==> src/rtl/npu_sigmoid_fifo_pkg.sv <==
// npu_sigmoid_fifo_pkg: shared NPU constants (data width, FIFO depth, sigmoid latency) and function-select encodings
package npu_sigmoid_fifo_pkg;
  localparam int NPU_DATA_W      = 16;
  localparam int NPU_FIFO_DEPTH  = 64;
  localparam int NPU_SIG_LATENCY = 1;
  typedef enum logic {
    NPU_FUNC_TANH   = 1'b0,
    NPU_FUNC_LINEAR = 1'b1
  } npu_func_e;
endpackage

==> src/rtl/npu_sigmoid_fifo_if.sv <==
// npu_sigmoid_fifo_if: sigmoid capture / FIFO consumer bundle; slave = FIFO side, master = scheduler+consumer side
interface npu_sigmoid_fifo_if
  import npu_sigmoid_fifo_pkg::*;
#(
  parameter int DEPTH  = NPU_FIFO_DEPTH,
  parameter int DATA_W = NPU_DATA_W
);
  logic                     npu_sched_sigmoid_issue;
  logic [DATA_W-1:0]        npu_sigmoid_dout;
  logic                     npu_sfifo_rd_en;
  logic [DATA_W-1:0]        npu_sfifo_dout;
  logic                     npu_sfifo_empty;
  logic                     npu_sfifo_full;
  logic                     npu_sfifo_almost_full;
  logic [$clog2(DEPTH):0]   npu_sfifo_count;
  logic                     npu_sfifo_overflow;
  modport slave (
    input  npu_sched_sigmoid_issue, npu_sigmoid_dout, npu_sfifo_rd_en,
    output npu_sfifo_dout, npu_sfifo_empty, npu_sfifo_full, npu_sfifo_almost_full,
           npu_sfifo_count, npu_sfifo_overflow
  );
  modport master (
    output npu_sched_sigmoid_issue, npu_sigmoid_dout, npu_sfifo_rd_en,
    input  npu_sfifo_dout, npu_sfifo_empty, npu_sfifo_full, npu_sfifo_almost_full,
           npu_sfifo_count, npu_sfifo_overflow
  );
endinterface

==> src/rtl/npu_sync_ram.sv <==
// npu_sync_ram: DEPTH x DATA_W RAM, one write port, one registered read port with write-through; ports clk, rst (clears read reg), i_we/i_wa/i_wd, i_re/i_ra, o_rd
module npu_sync_ram
  import npu_sigmoid_fifo_pkg::*;
#(
  parameter int DEPTH  = NPU_FIFO_DEPTH,
  parameter int DATA_W = NPU_DATA_W
) (
  input  logic                     clk,
  input  logic                     rst,
  input  logic                     i_we,
  input  logic [$clog2(DEPTH)-1:0] i_wa,
  input  logic [DATA_W-1:0]        i_wd,
  input  logic                     i_re,
  input  logic [$clog2(DEPTH)-1:0] i_ra,
  output logic [DATA_W-1:0]        o_rd
);
  logic [DATA_W-1:0] r_mem [DEPTH];
  logic [DATA_W-1:0] r_rd;
  always_ff @(posedge clk) begin
    if (i_we) r_mem[i_wa] <= i_wd;
  end
  // Write-through so a word written into the slot being read is visible one edge later.
  always_ff @(posedge clk) begin
    if (rst) r_rd <= '0;
    else if (i_re) r_rd <= (i_we && i_wa == i_ra) ? i_wd : r_mem[i_ra];
  end
  assign o_rd = r_rd;
endmodule

==> src/rtl/npu_sigmoid_fifo.sv <==
// npu_sigmoid_fifo: latency-aligned capture of sigmoid results into a FWFT circular FIFO; ports CLK, npu_rst, bus (slave: issue/data/rd_en in, dout/flags/count out)
module npu_sigmoid_fifo
  import npu_sigmoid_fifo_pkg::*;
#(
  parameter int DEPTH       = NPU_FIFO_DEPTH,
  parameter int DATA_W      = NPU_DATA_W,
  parameter int SIG_LATENCY = NPU_SIG_LATENCY,
  parameter int AF_MARGIN   = 2
) (
  input logic               CLK,
  input logic               npu_rst,
  npu_sigmoid_fifo_if.slave bus
);
  localparam int AW = $clog2(DEPTH);
  logic [SIG_LATENCY-1:0] r_issue;
  logic [AW-1:0]          r_wr_ptr, r_rd_ptr, w_rd_next;
  logic [AW:0]            r_count, w_count_next;
  logic                   r_empty, r_full, r_af, r_ovf;
  logic                   w_wr_req, w_rd_fire, w_wr_en;
  always_comb begin
    w_wr_req     = r_issue[SIG_LATENCY-1];
    w_rd_fire    = bus.npu_sfifo_rd_en && !r_empty;
    w_wr_en      = w_wr_req && (!r_full || w_rd_fire);
    w_rd_next    = r_rd_ptr + AW'(w_rd_fire);
    w_count_next = r_count + (AW+1)'(w_wr_en) - (AW+1)'(w_rd_fire);
  end
  always_ff @(posedge CLK) begin
    if (npu_rst) begin
      r_issue  <= '0;
      r_wr_ptr <= '0;
      r_rd_ptr <= '0;
      r_count  <= '0;
      r_empty  <= 1'b1;
      r_full   <= 1'b0;
      r_af     <= 1'b0;
      r_ovf    <= 1'b0;
    end else begin
      r_issue  <= SIG_LATENCY'({r_issue, bus.npu_sched_sigmoid_issue});
      r_wr_ptr <= r_wr_ptr + AW'(w_wr_en);
      r_rd_ptr <= w_rd_next;
      r_count  <= w_count_next;
      r_empty  <= w_count_next == '0;
      r_full   <= w_count_next == (AW+1)'(DEPTH);
      r_af     <= w_count_next >= (AW+1)'(DEPTH - AF_MARGIN);
      r_ovf    <= r_ovf | (w_wr_req & !w_wr_en);
    end
  end
  // Read port tracks the post-update head; it holds its last value once the FIFO drains.
  npu_sync_ram #(.DEPTH(DEPTH), .DATA_W(DATA_W)) u_ram (
    .clk  (CLK),
    .rst  (npu_rst),
    .i_we (w_wr_en),
    .i_wa (r_wr_ptr),
    .i_wd (bus.npu_sigmoid_dout),
    .i_re (w_count_next != '0),
    .i_ra (w_rd_next),
    .o_rd (bus.npu_sfifo_dout)
  );
  assign bus.npu_sfifo_empty       = r_empty;
  assign bus.npu_sfifo_full        = r_full;
  assign bus.npu_sfifo_almost_full = r_af;
  assign bus.npu_sfifo_count       = r_count;
  assign bus.npu_sfifo_overflow    = r_ovf;
endmodule

==> src/flat_wrapper.sv <==
// flat-port wrapper written by rule: the top's interface ports become plain ports
module npu_sigmoid_fifo_flat import npu_sigmoid_fifo_pkg::*;
#(
  parameter int DEPTH       = NPU_FIFO_DEPTH,
  parameter int DATA_W      = NPU_DATA_W,
  parameter int SIG_LATENCY = NPU_SIG_LATENCY,
  parameter int AF_MARGIN   = 2
)
  (CLK, npu_rst, bus_npu_sched_sigmoid_issue, bus_npu_sigmoid_dout, bus_npu_sfifo_rd_en, bus_npu_sfifo_dout, bus_npu_sfifo_empty, bus_npu_sfifo_full, bus_npu_sfifo_almost_full, bus_npu_sfifo_count, bus_npu_sfifo_overflow);
  npu_sigmoid_fifo_if #(.DEPTH(DEPTH), .DATA_W(DATA_W)) bus_i ();
  input logic CLK;
  input logic npu_rst;
  input wire logic [$bits(bus_i.npu_sched_sigmoid_issue)-1:0] bus_npu_sched_sigmoid_issue;
  input wire logic [$bits(bus_i.npu_sigmoid_dout)-1:0] bus_npu_sigmoid_dout;
  input wire logic [$bits(bus_i.npu_sfifo_rd_en)-1:0] bus_npu_sfifo_rd_en;
  output wire logic [$bits(bus_i.npu_sfifo_dout)-1:0] bus_npu_sfifo_dout;
  output wire logic [$bits(bus_i.npu_sfifo_empty)-1:0] bus_npu_sfifo_empty;
  output wire logic [$bits(bus_i.npu_sfifo_full)-1:0] bus_npu_sfifo_full;
  output wire logic [$bits(bus_i.npu_sfifo_almost_full)-1:0] bus_npu_sfifo_almost_full;
  output wire logic [$bits(bus_i.npu_sfifo_count)-1:0] bus_npu_sfifo_count;
  output wire logic [$bits(bus_i.npu_sfifo_overflow)-1:0] bus_npu_sfifo_overflow;
  assign bus_i.npu_sched_sigmoid_issue = bus_npu_sched_sigmoid_issue;
  assign bus_i.npu_sigmoid_dout = bus_npu_sigmoid_dout;
  assign bus_i.npu_sfifo_rd_en = bus_npu_sfifo_rd_en;
  assign bus_npu_sfifo_dout = bus_i.npu_sfifo_dout;
  assign bus_npu_sfifo_empty = bus_i.npu_sfifo_empty;
  assign bus_npu_sfifo_full = bus_i.npu_sfifo_full;
  assign bus_npu_sfifo_almost_full = bus_i.npu_sfifo_almost_full;
  assign bus_npu_sfifo_count = bus_i.npu_sfifo_count;
  assign bus_npu_sfifo_overflow = bus_i.npu_sfifo_overflow;
  npu_sigmoid_fifo #(.DEPTH(DEPTH), .DATA_W(DATA_W), .SIG_LATENCY(SIG_LATENCY), .AF_MARGIN(AF_MARGIN)) u_core (.CLK(CLK), .npu_rst(npu_rst), .bus(bus_i));
endmodule
==> config.mk <==
export PLATFORM = sky130hd
export DESIGN_NAME = npu_sigmoid_fifo_flat
export DESIGN_NICKNAME = d
export VERILOG_FILES = /design/src/rtl/npu_sigmoid_fifo_pkg.sv /design/src/rtl/npu_sigmoid_fifo_if.sv /design/src/rtl/npu_sync_ram.sv /design/src/rtl/npu_sigmoid_fifo.sv /design/src/flat_wrapper.sv
export SDC_FILE = /design/constraint.sdc
export NUM_CORES = 1
export LEC_CHECK = 0
export BUFFER_PORTS_ARGS = -buffer_cell sky130_fd_sc_hd__buf_2
export CORE_MARGIN = 2
export CORE_UTILIZATION = 57
export CTS_BUF_LIST = sky130_fd_sc_hd__clkbuf_16
export DETAILED_ROUTE_END_ITERATION = 10
export PLACE_DENSITY = 0.76
export SYNTH_ARGS = -nofsm -noshare
export SYNTH_HDL_FRONTEND = slang
export SYNTH_HIERARCHICAL = 1
export SYNTH_SLANG_ARGS = --single-unit
==> constraint.sdc <==
create_clock -name CLK -period 3.4 [get_ports CLK]
set_input_delay 0.68 -clock CLK [delete_from_list [all_inputs] [get_ports CLK]]
set_output_delay 0.68 -clock CLK [all_outputs]
set_load 0.05 [all_outputs]
== Word level (Yosys, flattened, before mapping) ==
Memories as Yosys holds them, arrays and structs flattened. A register that Yosys moved wholly into a read port is not among the register bits.
Cells that the tools add are included.
Word-level totals
  flip-flop bits (word level): 24
  bits in latches: 0
  bits in writable memories: 1024
  memory bits (read-only): 0
  bits of input ports: 20
  logic and storage cells: 27
  memories kept: 1
Cells by class
  add/sub/neg operators: 4
  $mul: 0
  div/mod/pow operators: 0
  $lt $le $gt $ge: 1
  eq/ne operators: 1
  shift-type cells: 0
  multiplexer cells: 2
  bitwise operators: 2
  reduce and logical (&&, ||, !) cells: 8
Memories
  u_core.u_ram.r_mem: words 64, width 16, read ports 1, clocked after memory_dff 1, write ports 1, RTL line npu_sync_ram.sv:17  | logic [DATA_W-1:0] r_mem [DEPTH];
Operator list (count)
  6-bit by 1-bit adder with 6-bit output: 2
  7-bit by 1-bit adder with 7-bit output: 1
  7-bit equality test (second input constant): 1
  7-bit by 6-bit greater-or-equal comparator with 1-bit output (second input constant): 1
  7-bit zero test: 1
  7-bit nonzero test: 1
  7-bit by 1-bit subtractor with 7-bit output: 1
  1-bit zero test: 3
  1-bit logical AND: 2
  1-bit 2-to-1 mux: 2
  1-bit AND: 1
  1-bit logical OR: 1
  1-bit OR: 1

== Logic depth before layout (Yosys ltp) ==
  depth after elaboration: 7
  mapped depth: 17
  mapped depth without buffers: 15

== Cells and area by module ==
Netlist, hierarchy kept.
Modules (own cells, without submodules)
  npu_sync_ram: times used 1, cells each 1829, area an instance 40074.7 µm²
  npu_sigmoid_fifo: times used 1, cells each 123, area an instance 1189.9 µm²

== Worst setup path after synthesis ==
No wires, ideal clock.
  path kind: input -> register
  start point: input bus_npu_sfifo_rd_en
  end point: register u_core.u_ram.r_rd[1], in the netlist u_core/u_ram/o_rd[1], read port of u_core.u_ram.r_mem
  library setup time: 0.112 ns
  arrival: 3.317 ns
  required time: 3.288 ns
  slack: -0.029 ns
  stages on the path: 15
  cells stage by stage: nand2b_1 > nand2_1 > nand2_1 > ha_1 > inv_1 > ha_1 > fa_1 > xnor2_1 > nand2_1 > nor4_4 > nand3_1 > clkbuf_1 > clkbuf_1 > nor3b_1 > a2111oi_1
Between the ends
  word-level cells in the longest chain between the ends: 6
Ends and longest elaborated chain
  from (decl): RTL line flat_wrapper.sv:15  | input wire logic [$bits(bus_i.npu_sfifo_rd_en)-1:0] bus_npu_sfifo_rd_en;
  1-bit logical AND (*): RTL line npu_sigmoid_fifo.sv:22  | w_rd_fire = bus.npu_sfifo_rd_en && !r_empty;
  1-bit logical OR: RTL line npu_sigmoid_fifo.sv:23  | w_wr_en = w_wr_req && (!r_full || w_rd_fire);
  1-bit logical AND: RTL line npu_sigmoid_fifo.sv:23
  7-bit by 1-bit adder with 7-bit output: RTL line npu_sigmoid_fifo.sv:25  | w_count_next = r_count + (AW+1)'(w_wr_en) - (AW+1)'(w_rd_fire);
  7-bit by 1-bit subtractor with 7-bit output: RTL line npu_sigmoid_fifo.sv:25
  7-bit nonzero test: RTL line npu_sigmoid_fifo.sv:55  | .i_re (w_count_next != '0),
  to (decl): RTL line npu_sync_ram.sv:18  | logic [DATA_W-1:0] r_rd;
Mark *: on every way between the ends. The rest lies on a longest branch, timed or not.
A chain may end at the register's enable or synchronous reset.

== Worst setup path in the final report ==
  start point: register u_core.r_empty, in the netlist u_core/bus.npu_sfifo_empty
  end point: register u_core.u_ram.r_rd[4], in the netlist u_core/u_ram/o_rd[4], read port of u_core.u_ram.r_mem
RTL lines
  from (decl): RTL line npu_sigmoid_fifo.sv:18  | logic r_empty, r_full, r_af, r_ovf;
  from (signal assigned): RTL line npu_sigmoid_fifo.sv:33  | r_empty <= 1'b1;
  from (signal assigned): RTL line npu_sigmoid_fifo.sv:42  | r_empty <= w_count_next == '0;
  1-bit zero test: RTL line npu_sigmoid_fifo.sv:22
  1-bit logical AND: RTL line npu_sigmoid_fifo.sv:22
  6-bit by 1-bit adder with 6-bit output: RTL line npu_sigmoid_fifo.sv:24  | w_rd_next = r_rd_ptr + AW'(w_rd_fire);
  net u_core.w_rd_next[2]: RTL line npu_sigmoid_fifo.sv:16  | logic [AW-1:0] r_wr_ptr, r_rd_ptr, w_rd_next;
The timed path passes the listed nets, and every way through them passes these cells.

==> flow_summary_export.csv <==
group,metric,value,unit
sta,layout_min_cycle_time,3350,ps
sta,fmax,299,MHz
floorplan,coreArea,71600,µm²
clock_tree,clock-sinks,1064,
drt,drtIter0Drc,2714,
finish,multi_input_area,9350,µm²
drt,via_count,21500,
synthesis,synth_cells,1952,
setup_path,rr_endpoint,"u_core/u_ram/o_rd[4]",
sta,setup_violations,0,
sta,hold_viol_final,0,
finish,layout_commonest_cell,"edfxtp_1",
clock_tree,cts_htree_levels,3,
synthesis,synth_area_leaders,"edfxtp_1 (75%), mux4_2 (14%), a22oi_1 (2.0%)",
sta,finalCritPeriodShare,98.5,%
synthesis,synth-seq-area-share,76.5,%
synthesis,ys.flop_type,"edfxtp_1",
floorplan,dieArea,74600,µm²
clock_tree,clk-insertion-delay-late,680,ps
power_and_ir_drop,worst_ir_drop_vdd,0.000556,V
synthesis,postSynthAreaPerCell,21.1,µm²
setup_path,setup.worst_path.start_class,"register",
global_route,track_usage,26.9,%
synthesis,synth_nets,1984,
setup_path,path_max_fanout,14,
synthesis,yosysTopAreaCellShare,74.5,%
setup_path,required,3910,ps
placed_design,gp_congestion,0.874,
sta,fin_skew,30.7,ps
placed_design,hpwl,58800,µm
synthesis,ys_ff_latch,1064,
sta,setup_ws,52.7,ps
drt,routed_wl,99200,µm
sta,grt_setup_unrepaired,"yes",
synthesis,syn_area,41300,µm²
power_and_ir_drop,seq_power_share,48.7,%
status,status,"complete, no violations",
finish,num-nets-final,2282,
setup_path,r2r_slack,50,ps
setup_path,cp.arrival,3860,ps
synthesis,yosys_warnings,6,
worst_hold_path,holdCritStartpoint,"bus_npu_sched_sigmoid_issue",
drt,wl_per_cell,30.2,µm
setup_path,crit_end,"u_core/u_ram/o_rd[4]",
synthesis,synth_cell_type_count,49,
finish,area_growth,17.1,%
setup_path,critPathCaptureType,"register",
floorplan,io_pins,47,
finish,final_cell_mix,"edfxtp_1 (1,024), mux4_2 (256), buf_4 (212), nor2_1 (110), a22oi_1 (109)",
drt,viasPerCell,6.54,
floorplan,die_w,273,µm
synthesis,synth.largest_area_cell,"edfxtp_1",
finish,fin_cells,3282,
global_route,grt_pass1_vias,21700,
clock_tree,cts_root_buffer,"clkbuf_16",
worst_hold_path,min_path_type,"in2reg",
global_route,overflow,0,
drt,firstDrtPassIters,6,
clock_tree,cts-buffers-inserted,102,
clock_tree,hold_buffers,0,
sta,slew_headroom,28.5,%
synthesis,async_flop_share,0,%
setup_path,rr_worst_depth,14,
global_route,grt_pass1_wl,145000,µm
finish,regArea,31600,µm²
finish,fin_util,67.5,%
power_and_ir_drop,p_int,22.8,mW
sta,tightest_slew,1070,ps
placed_design,io_buffers,46,
placed_design,pre_cts_slack,-371,ps
job,maxCapViolCount,0,
global_route,grt_max_degree,50,
power_and_ir_drop,clockPowerShare,37.2,%
power_and_ir_drop,p_switching,7.17,mW
finish,drive_above_1_share,33.2,%
power_and_ir_drop,pwr_density_cell,620,nW/µm²
finish,fin_area,48300,µm²
power_and_ir_drop,comb_power_share,14.0,%
setup_path,critPathKind,"reg2reg",
placed_design,dpl-instance-area,44400,µm²
floorplan,die_y,273,µm
clock_tree,cts_tree,"yes",
floorplan,start_util,57.6,%
drt,route.detailed.drc,0,
power_and_ir_drop,leakage,15.6,nW
placed_design,placed_cells,3067,
drt,ant_nets,0,
floorplan,core.rowCount,98,
setup_path,critPathLaunch,"u_core/bus.npu_sfifo_empty",
clock_tree,cts.clk_slew.worst_paths,70,ps
sta,drv_slew,0,
setup_path,worstReg2RegStart,"u_core/bus.npu_sfifo_empty",
clock_tree,max-clock-path-buffers,3,
global_route,antenna_found_initial,3,
power_and_ir_drop,switching_share,23.9,%
finish,n_fill_cell,4360,
synthesis,synth_edf_count,1024,
[worst min path at each step]
stage,to,cells past startpoint
floorplan,u_core/bus.npu_sfifo_overflow,2
global placement,u_core/bus.npu_sfifo_overflow,2
detailed placement,u_core/bus.npu_sfifo_overflow,2
CTS,u_core/r_issue,2
global route,u_core/r_issue,2
finish,u_core/r_issue,2
[metrics by stage]
step	total power [mW]	hold slack, ps	setup TNS [ps]
after floorplan	17.3	471	0
after detailed placement	18.6	484	-5240
after global placement	18.5	450	-3790
final	29.9	225	0
after CTS	29.9	197	0
after global routing	30.8	225	-639
[registers in the layout (all words and copies together), names as in the netlist]
name / cells
u_core/u_ram/o_rd: 16
u_core/u_ram/r_mem: 1024
u_core/r_issue: 1
u_core/bus.npu_sfifo_count: 7
u_core/bus.npu_sfifo_overflow: 1
u_core/bus.npu_sfifo_almost_full: 1
u_core/r_rd_ptr: 6
u_core/bus.npu_sfifo_empty: 1
u_core/bus.npu_sfifo_full: 1
u_core/r_wr_ptr: 6
[synthesized netlist by cell type (12+ instances only)]
cell type and instances:
buf_2 37, edfxtp_1 1024, nor2b_1 22, nand2_1 59, dfxtp_1 40, buf_4 22, clkbuf_1 43, mux2i_1 21
nand3_1 13, o22ai_1 16, nor2_1 112, inv_1 26, a2111oi_0 18, xnor2_1 12, a22oi_1 110, nor3b_1 17
a22o_1 15, mux4_2 256
[cell families (layout without fill, tap and decap cells)]
family / after synthesis / in the layout / synth area share (%)
flops: 1064 / 1064 / 76.5
mux: 277 / 277 / 14.5
simple gates: 256 / 256 / 2.95
compound gates: 186 / 186 / 3.62
buf+inv: 140 / 519 / 1.75
xor+xnor: 17 / 17 / 0.361
fa+ha+maj: 12 / 12 / 0.382
other cells: 0 / 1 / 0
[cell type report]
| type | instances | share of cell area (%) |
|---|---|---|
| sequential | 1064 | 65.3 |
| multi-input combinational | 748 | 19.3 |
| timing repair buffer | 307 | 5.87 |
| clock buffer | 103 | 5.33 |
| tap | 950 | 2.46 |
| clock inverter | 82 | 1.47 |
| inverter | 27 | 0.210 |
| antenna | 1 | 0.00518 |
[power by group through the flow]
stage / sequential, mW / clock (mW) / combinational [mW]
6_report: 14.6 / 11.2 / 4.20
2_1_floorplan: 15.1 / 0 / 2.19
4_1_cts: 14.6 / 11.3 / 3.98
3_5_place_dp: 14.9 / 0 / 3.74
5_1_grt: 14.6 / 11.7 / 4.44
3_3_place_gp: 14.8 / 0 / 3.66
[critical path: stages, from the launching register on]
cell       delay (ps)
dfxtp_2           320
nand2b_4          150
inv_1             110
buf_4             170
ha_4              160
ha_4              160
xor2_4            180
buf_12            210
buf_12            170
buf_4             180
mux4_2            320
a22oi_1           340
nand2_1           210
a22oi_1           340
a2111oi_1         150
[metal layers]
metal	global-route usage, %	up-vias	wire (µm)
li1	-	8739	-
met1	37.0	11200	37200
met2	43.7	1320	48900
met3	5.06	203	9410
met4	10.2	4	3580
met5	0	-	27
[timing repair]
action / CTS / global route
pin swaps: 7 / 24
setup endpoints to repair: 8 / 16
setup buffers: 6 / 16
gates cloned: 3 / 4
gates resized for setup: 17 / 53
Note: power is estimated with default switching activity, not from simulation.
